--- config.mk ---
export PLATFORM = sky130hd
export DESIGN_NAME = booth_seq_mult_ctrl
export DESIGN_NICKNAME = d
export VERILOG_FILES = /design/src/rtl/booth_seq_mult_ctrl.sv
export SDC_FILE = /design/constraint.sdc
export NUM_CORES = 1
export LEC_CHECK = 0
export ABC_AREA = 1
export CORE_MARGIN = 2
export CORE_UTILIZATION = 30
export DETAILED_ROUTE_END_ITERATION = 10
export MAX_ROUTING_LAYER = met4
export SYNTH_ARGS = -nofsm -noshare
export SYNTH_HDL_FRONTEND = slang
export SYNTH_SLANG_ARGS = --single-unit
--- constraint.sdc ---
create_clock -name clk -period 3.35 [get_ports clk]
set_input_delay 0.67 -clock clk [delete_from_list [all_inputs] [get_ports clk]]
set_output_delay 0.67 -clock clk [all_outputs]
set_load 0.02 [all_outputs]
--- src/rtl/booth_seq_mult_ctrl.sv ---
// Sequential radix-4 Booth multiplier: latches a signed operand pair, retires one Booth digit
// per clock into a double-width accumulator, then holds the product until it is accepted.
module booth_seq_mult_ctrl #(
  parameter int unsigned WIDTH = 8
) (
  input  logic                 clk,
  input  logic                 rst,
  input  logic                 start_valid,
  output logic                 start_ready,
  input  logic [WIDTH-1:0]     MR,
  input  logic [WIDTH-1:0]     MD,
  output logic                 out_valid,
  input  logic                 out_ready,
  output logic [2*WIDTH-1:0]   Product,
  output logic                 busy
);

  localparam int unsigned PW     = 2 * WIDTH;
  localparam int unsigned Digits = WIDTH / 2;
  localparam int unsigned IdxW   = (Digits > 1) ? $clog2(Digits) : 1;

  localparam logic [1:0] StIdle = 2'd0;
  localparam logic [1:0] StCalc = 2'd1;
  localparam logic [1:0] StDone = 2'd2;

  localparam logic [PW-1:0]   One     = PW'(1);
  localparam logic [IdxW-1:0] LastIdx = IdxW'(Digits - 1);

  logic [1:0]       state_q, state_d;
  logic [WIDTH-1:0] mr_q, mr_d;
  logic [WIDTH-1:0] md_q, md_d;
  logic [PW-1:0]    acc_q, acc_d;
  logic [IdxW-1:0]  idx_q, idx_d;
  logic [PW-1:0]    product_q, product_d;

  logic [WIDTH:0]   mr_ext;
  logic [WIDTH:0]   digit_win;
  logic [2:0]       triple;
  logic [PW-1:0]    md_ext;
  logic [PW-1:0]    pp;
  logic [PW-1:0]    pp_shifted;
  logic [PW-1:0]    acc_sum;
  logic             last_digit;

  // Appending a zero below the LSB supplies b[-1] for digit 0.
  always_comb begin
    mr_ext    = {mr_q, 1'b0};
    digit_win = mr_ext >> {idx_q, 1'b0};
    triple    = digit_win[2:0];
    md_ext    = {{WIDTH{md_q[WIDTH-1]}}, md_q};
    case (triple)
      3'b001, 3'b010: pp = md_ext;
      3'b011:         pp = md_ext << 1;
      3'b100:         pp = ~(md_ext << 1) + One;
      3'b101, 3'b110: pp = ~md_ext + One;
      default:        pp = '0;
    endcase
    pp_shifted = pp << {idx_q, 1'b0};
    acc_sum    = acc_q + pp_shifted;
    last_digit = (idx_q == LastIdx);
  end

  always_comb begin
    state_d   = state_q;
    mr_d      = mr_q;
    md_d      = md_q;
    acc_d     = acc_q;
    idx_d     = idx_q;
    product_d = product_q;
    case (state_q)
      StIdle: begin
        if (start_valid) begin
          mr_d    = MR;
          md_d    = MD;
          acc_d   = '0;
          idx_d   = '0;
          state_d = StCalc;
        end
      end
      StCalc: begin
        acc_d = acc_sum;
        if (last_digit) begin
          product_d = acc_sum;
          state_d   = StDone;
        end else begin
          idx_d = idx_q + IdxW'(1);
        end
      end
      StDone: begin
        if (out_ready) state_d = StIdle;
      end
      default: state_d = StIdle;
    endcase
  end

  always_ff @(posedge clk) begin
    if (rst) begin
      state_q   <= StIdle;
      mr_q      <= '0;
      md_q      <= '0;
      acc_q     <= '0;
      idx_q     <= '0;
      product_q <= '0;
    end else begin
      state_q   <= state_d;
      mr_q      <= mr_d;
      md_q      <= md_d;
      acc_q     <= acc_d;
      idx_q     <= idx_d;
      product_q <= product_d;
    end
  end

  // Handshake outputs come from the state register only.
  assign start_ready = (state_q == StIdle);
  assign out_valid   = (state_q == StDone);
  assign busy        = (state_q != StIdle);
  assign Product     = product_q;

endmodule

# Yosys cells after proc, flatten, opt, wreduce, memory -nomap -nowiden
# Cells that the tools add are included.
[totals] reg_bits=52 input_bits=20 elab_cells=47
[classes] n_addsub=4 n_eq_ne=13 shifts=2 muxes=10 n_bitwise=2 reduce_logical=10
[ops] cell="16-bit one-hot mux with 4 select lines" n=1
[ops] cell="16-bit by 1-bit adder with 16-bit output (second input constant)" n=2
[ops] cell="16-bit NOT" n=2
[ops] cell="16-bit one-hot mux with 2 select lines" n=1
[ops] cell="16-bit adder" n=1
[ops] cell="16-bit two-way mux" n=1
[ops] cell="16-bit by 3-bit left shift with 16-bit output" n=1
[ops] cell="2-bit two-way mux" n=5
[ops] cell="3-bit == test (second input constant)" n=3
[ops] cell="9-bit by 3-bit right shift with 3-bit output" n=1
[ops] cell="3-bit by 2-bit == test with 1-bit output (second input constant)" n=2
[ops] cell="2-bit inequality test (second input constant)" n=3
[ops] cell="2-bit one-hot mux with 3 select lines" n=1
[ops] cell="2-bit AND reduction" n=3
[ops] cell="3-bit AND reduction" n=2
[ops] cell="2-bit == test (second input constant)" n=2
[ops] cell="2-bit one-hot mux with 2 select lines" n=1
[ops] cell="2-bit nonzero test" n=2
[ops] cell="2-bit OR reduction" n=2
[ops] cell="3-bit by 1-bit == test with 1-bit output (second input constant)" n=1
[ops] cell="2-bit by 1-bit adder with 2-bit output (second input constant)" n=1
[ops] cell="2-bit by 1-bit == test with 1-bit output (second input constant)" n=1
[ops] cell="2-bit logical NOT" n=1
[ops] cell="2-bit by 1-bit inequality test with 1-bit output (second input constant)" n=1

# Logic depth before layout (Yosys ltp)
[depth] ltp_word=7 mapped_depth=28 ltp_nobuf=27

# Worst setup path after synthesis
# OpenSTA, ideal clock, no wires.
[synth_timing] kind="flip-flop to flip-flop" start="register idx_q[0]" end="register product_q[13], in the netlist Product[13]" t_arrival_ps=2889 path_slack_ps=345 path_stages_with_launch=26 path_buffers=1 cell_sequence="dfxtp_1 buf_6 inv_6 nand2_1 nand3_2 nand2_2 nand2_2 nand2_2 inv_1 nand2_2 o22ai_1 nor2_1 nand2_1 nand3_1 o31ai_1 ha_1 a21oi_1 o21ai_0 nand2_1 nand4_1 a21o_1 or2_2 nand2_1 nand2_1 o211ai_1 inv_1"
[synth_via] elab_chain_len=6
[synth_rtl] element="start, declared" line="33" text="logic [IdxW-1:0] idx_q, idx_d;"
[synth_rtl] element="start signal, assigned" line="109" text="idx_q <= idx_d;"
[synth_rtl] element="9-bit by 3-bit right shift with 3-bit output" line="48" text="digit_win = mr_ext >> {idx_q, 1'b0};"
[synth_rtl] element="3-bit == test, or another cell as far along" line="51" text="case (triple)"
[synth_rtl] element="2-bit OR reduction" line="51"
[synth_rtl] element="16-bit one-hot mux with 4 select lines" line="51"
[synth_rtl] element="16-bit by 3-bit left shift with 16-bit output" line="58" text="pp_shifted = pp << {idx_q, 1'b0};"
[synth_rtl] element="16-bit adder" line="59" text="acc_sum = acc_q + pp_shifted;"
[synth_rtl] element="end signal, assigned" line="110" text="product_q <= product_d;"
[synth_rtl] element="end, declared" line="34" text="logic [PW-1:0] product_q, product_d;"
# Parallel ways exist; a longest one is shown, timed or not.
# A chain may end at the register's enable or synchronous reset.

# Final worst setup path
[layout_timing] start="register idx_q[1]" end="register product_q[13], in the netlist Product[13]"
# The elaborated chain is that of the path after synthesis.

==> metrics.md <==
| Metric | Value |
|---|---|
| DR pass1 iterations | `4` |
| GR met3 Demand/Resource | `1.660%` |
| Most frequent cell on the critical path | `nand2_1` |
| WS Path Type | `reg2reg` |
| FMAX | `309.3 MHz` |
| DR vias | `3398` |
| Highest fanout seen on the critical path | `5` |
| Root Driver | `clkbuf_8` |
| Leak | `1.994 nW` |
| Chip Width | `109.6 um` |
| WP depth | `24` |
| Clock Skews | `0.01930 ns` |
| Sequential element share of the synthesized area | `31.11%` |
| Met1 Track Usage GR | `20.24%` |
| Remaining DRCs | `0` |
| Largest delay contributor family on the critical path | `simple AND/OR/NAND/NOR gates` |
| Number of buffers created by CTS | `5` |
| Final critical-path required period | `3.233 ns` |
| Skew-Pair Late Insertion Delay | `0.32 ns` |
| Slowest stage delay, CP | `0.37 ns` |
| Cell row count | `38` |
| Vias/cell | `4.875` |
| Final ANT Viol Nets | `0` |
| Max_cap viols | `0` |
| Die Y | `109.6 um` |
| Cell Pwr Density | `448.1 nW/um2` |
| Clock net sink count | `52` |
| Fin crit share | `96.50%` |
| WP data required | `3.57 ns` |
| Post-synth cell types | `38` |
| Unrepaired setup endpoints after global routing | `true` |
| Crit path DAT | `3.45 ns` |
| GR Overflow Total | `0` |
| Post-DP HPWL | `6.445 mm` |
| Total placed instance area | `3975 um2` |
| Flops & latches, synth | `52` |
| R2r endpoint | `Product[13]$_SDFFE_PP0P_` |
| Cts hold-fix bufs | `0` |
| Pin count of the biggest net entering global routing | `34` |
| CP max-delay cell | `dfxtp_4` |
| Final Hold Viols | `0` |
| Synth Cell Area | `3346 um2` |
| Status | `completed` |
| Worst-path clk slew | `0.09 ns` |
| Iteration-0 DRC count of the detailed router | `148` |
| Maximum VDD drop | `0.2035 mV` |
| First-pass GRT wire length | `15.06 mm` |
| Syn_nets | `540` |
| Avg WL per Cell | `12.70 um` |
| Hold Path Cell Cnt | `2` |
| Buf/Inv on CP | `4` |
| Final Max Tran Viols | `0` |
| Final setup viols | `0` |
| CTS H-tree lvls | `2` |
| Core area | `10840 um2` |
| CTS tree | `yes` |
| Synth warnings | `0` |
| Final instance area | `4400 um2` |
| Max transition margin | `45.67%` |
| # diodes | `0` |
| Layout cells sized above 1 | `20.83%` |
| Routed Wire Length | `8.854 mm` |
| Cells after Synth | `501` |
| M2 GR Usage | `26.72%` |
| TNS Setup | `0 ns` |
| Longest Clk Path Bufs | `2` |
| Initial antenna violation count | `0` |
| Most common cell after layout, fill and taps aside | `nand2_1` |
| Nets | `595` |
| Starting Density | `30.86%` |
| Area Growth Syn to Fin | `31.53%` |
| Worst Hold Class | `reg2reg` |
| GPL Wtd Cong | `0.9316` |
| GRT Total Usage | `15.97%` |
| Io pins | `39` |
| RR Startpoint | `idx_q[1]$_SDFFE_PP0P_` |
| Via count of the first global-routing pass | `3292` |
| Reg2Reg Depth | `24` |
| Endpoint type of the worst setup path | `flop` |
| Most frequent cells in the layout | `nand2_1 (106), dfxtp_1 (50), inv_1 (49)` |
| Critical Path End | `Product[13]$_SDFFE_PP0P_` |
| Critical Path Source | `idx_q[1]$_SDFFE_PP0P_` |
| Worst-path cell chain | `inv_2 > nand3_1 > nand2_4 > inv_2 > nand2_4 > nand2_4 > nor2_4 > inv_4 > o21ai_2 > nor2_2 > nand2_1 > o21ai_2 > mux2i_1 > ha_1 > nand2_1 > nor2_2 > nand2_1 > nand4_1 > a21o_1 > or2_4 > nand2_2 > nand2_1 > o211ai_1 > inv_1` |
| Die area | `12010 um2` |
| Port Buffer Count | `38` |
| R2R Setup Slk | `0.12 ns` |
| Synth Area per Inst | `6.678 um2` |
| CP startpoint kind | `flop` |
| Worst-Margin Slew | `0.8141 ns` |
| GRT busiest layer | `met2` |
==> through the flow <==
stage               worst slack (ns)  hold WS [ns]  instances  utilization [%]  power, W
finish                        0.1172        0.4716        697            40.59  0.001972
global route                 -0.1220        0.5035        697            40.59  0.002113
CTS                          0.02004        0.4673        690            37.71  0.001828
detailed placement           -0.1302        0.4538        682            36.67  0.001386
global placement            -0.05128        0.4519        682            36.67  0.001380
floorplan                     0.3449        0.4292        501                -  0.001191
==> worst min path at each step <==
stage	end	start
floorplan	mr_q[6]$_SDFFE_PP0P_	mr_q[6]$_SDFFE_PP0P_
finish	acc_q[0]$_SDFFE_PP0P_	acc_q[0]$_SDFFE_PP0P_
detailed placement	mr_q[0]$_SDFFE_PP0P_	mr_q[0]$_SDFFE_PP0P_
global placement	mr_q[7]$_SDFFE_PP0P_	mr_q[7]$_SDFFE_PP0P_
CTS	mr_q[0]$_SDFFE_PP0P_	mr_q[0]$_SDFFE_PP0P_
global route	acc_q[0]$_SDFFE_PP0P_	acc_q[0]$_SDFFE_PP0P_
==> where the power goes <==
| group | internal, W | switching (W) |
|---|---|---|
| sequential | 0.000655 | 0.0000256 |
| clock | 0.000222 | 0.000222 |
| combinational | 0.000349 | 0.000498 |
| total | 0.00123 | 0.000745 |
==> metal layers <==
metal	share of wire, %	up-vias
li1	-	1759
met1	49	1581
met2	48	52
met3	2.3	6
met4	1.3	0
met5	0	-
==> worst register-to-register path: stages, from the launching register on <==
cell,delay (ns)
dfxtp_4,0.37
inv_2,0.09
nand3_1,0.14
nand2_4,0.12
inv_2,0.05
nand2_4,0.08
nand2_4,0.07
nor2_4,0.17
inv_4,0.07
o21ai_2,0.14
nor2_2,0.05
nand2_1,0.07
o21ai_2,0.06
mux2i_1,0.22
ha_1,0.31
nand2_1,0.11
nor2_2,0.05
nand2_1,0.06
nand4_1,0.16
a21o_1,0.23
or2_4,0.23
nand2_2,0.06
nand2_1,0.04
o211ai_1,0.10
inv_1,0.06
==> Yosys cell counts <==
| library cell | n | area share, % |
|---|---|---|
| a211oi_1 | 1 | 0.22 |
| nand3_1 | 30 | 4.5 |
| inv_4 | 1 | 0.19 |
| or2_2 | 3 | 0.56 |
| nand3_2 | 3 | 0.90 |
| a21oi_1 | 53 | 7.9 |
| ha_1 | 18 | 6.7 |
| nand2_2 | 7 | 1.3 |
| xor2_1 | 11 | 2.9 |
| xnor2_1 | 4 | 1.0 |
| nand2_1 | 116 | 13 |
| a21boi_0 | 1 | 0.22 |
| nor2_1 | 39 | 4.4 |
| a21o_1 | 4 | 0.90 |
| inv_6 | 1 | 0.26 |
| fa_1 | 1 | 0.60 |
| o211ai_2 | 1 | 0.37 |
| buf_6 | 1 | 0.34 |
| a31oi_1 | 2 | 0.37 |
| mux2i_1 | 1 | 0.30 |
| o21a_1 | 1 | 0.22 |
| or2_1 | 1 | 0.19 |
| inv_1 | 56 | 6.3 |
| o211ai_1 | 3 | 0.67 |
| inv_2 | 4 | 0.45 |
| dfxtp_1 | 52 | 31 |
| nor2_4 | 1 | 0.34 |
| nor2_2 | 1 | 0.19 |
| a22oi_1 | 1 | 0.22 |
| buf_2 | 4 | 0.60 |
| buf_4 | 1 | 0.22 |
| o21ai_0 | 35 | 5.2 |
| o22ai_1 | 9 | 1.7 |
| nand4_1 | 5 | 0.93 |
| o31ai_1 | 1 | 0.22 |
| o21bai_1 | 9 | 2.0 |
| clkbuf_1 | 12 | 1.3 |
| o21ai_1 | 7 | 1.0 |
==> cells by family after synthesis <==
group	after synthesis	synth area share [%]
AND/OR/NAND/NOR	206	26.29
buffers and inverters	80	9.686
adder cells (fa/ha/maj)	19	7.330
AO/OA/AOI/OAI	128	21.35
flip-flops	52	31.11
multiplexers	1	0.2992
XOR/XNOR	15	3.927
==> sequential cells by signal (all words and copies together) (netlist names) <==
register  flops
Product      16
acc_q        16
md_q          8
mr_q          8
idx_q         2
state_q       2
==> repair_timing <==
action	in CTS	in global routing
setup buffers	0	8
gates resized for setup	4	74
endpoints found under the setup margin	10	18
pin swaps	0	36
==> layout make-up <==
type / instances / area, um2
multi-input combinational: 369 / 2232
timing repair buffer: 66 / 594.3
clock buffer: 6 / 72.57
fill: 1154 / 6440
inverter: 62 / 242.7
clock inverter: 2 / 35.03
tap: 140 / 175.2
sequential: 52 / 1049
(Power assumes the default switching activity.)
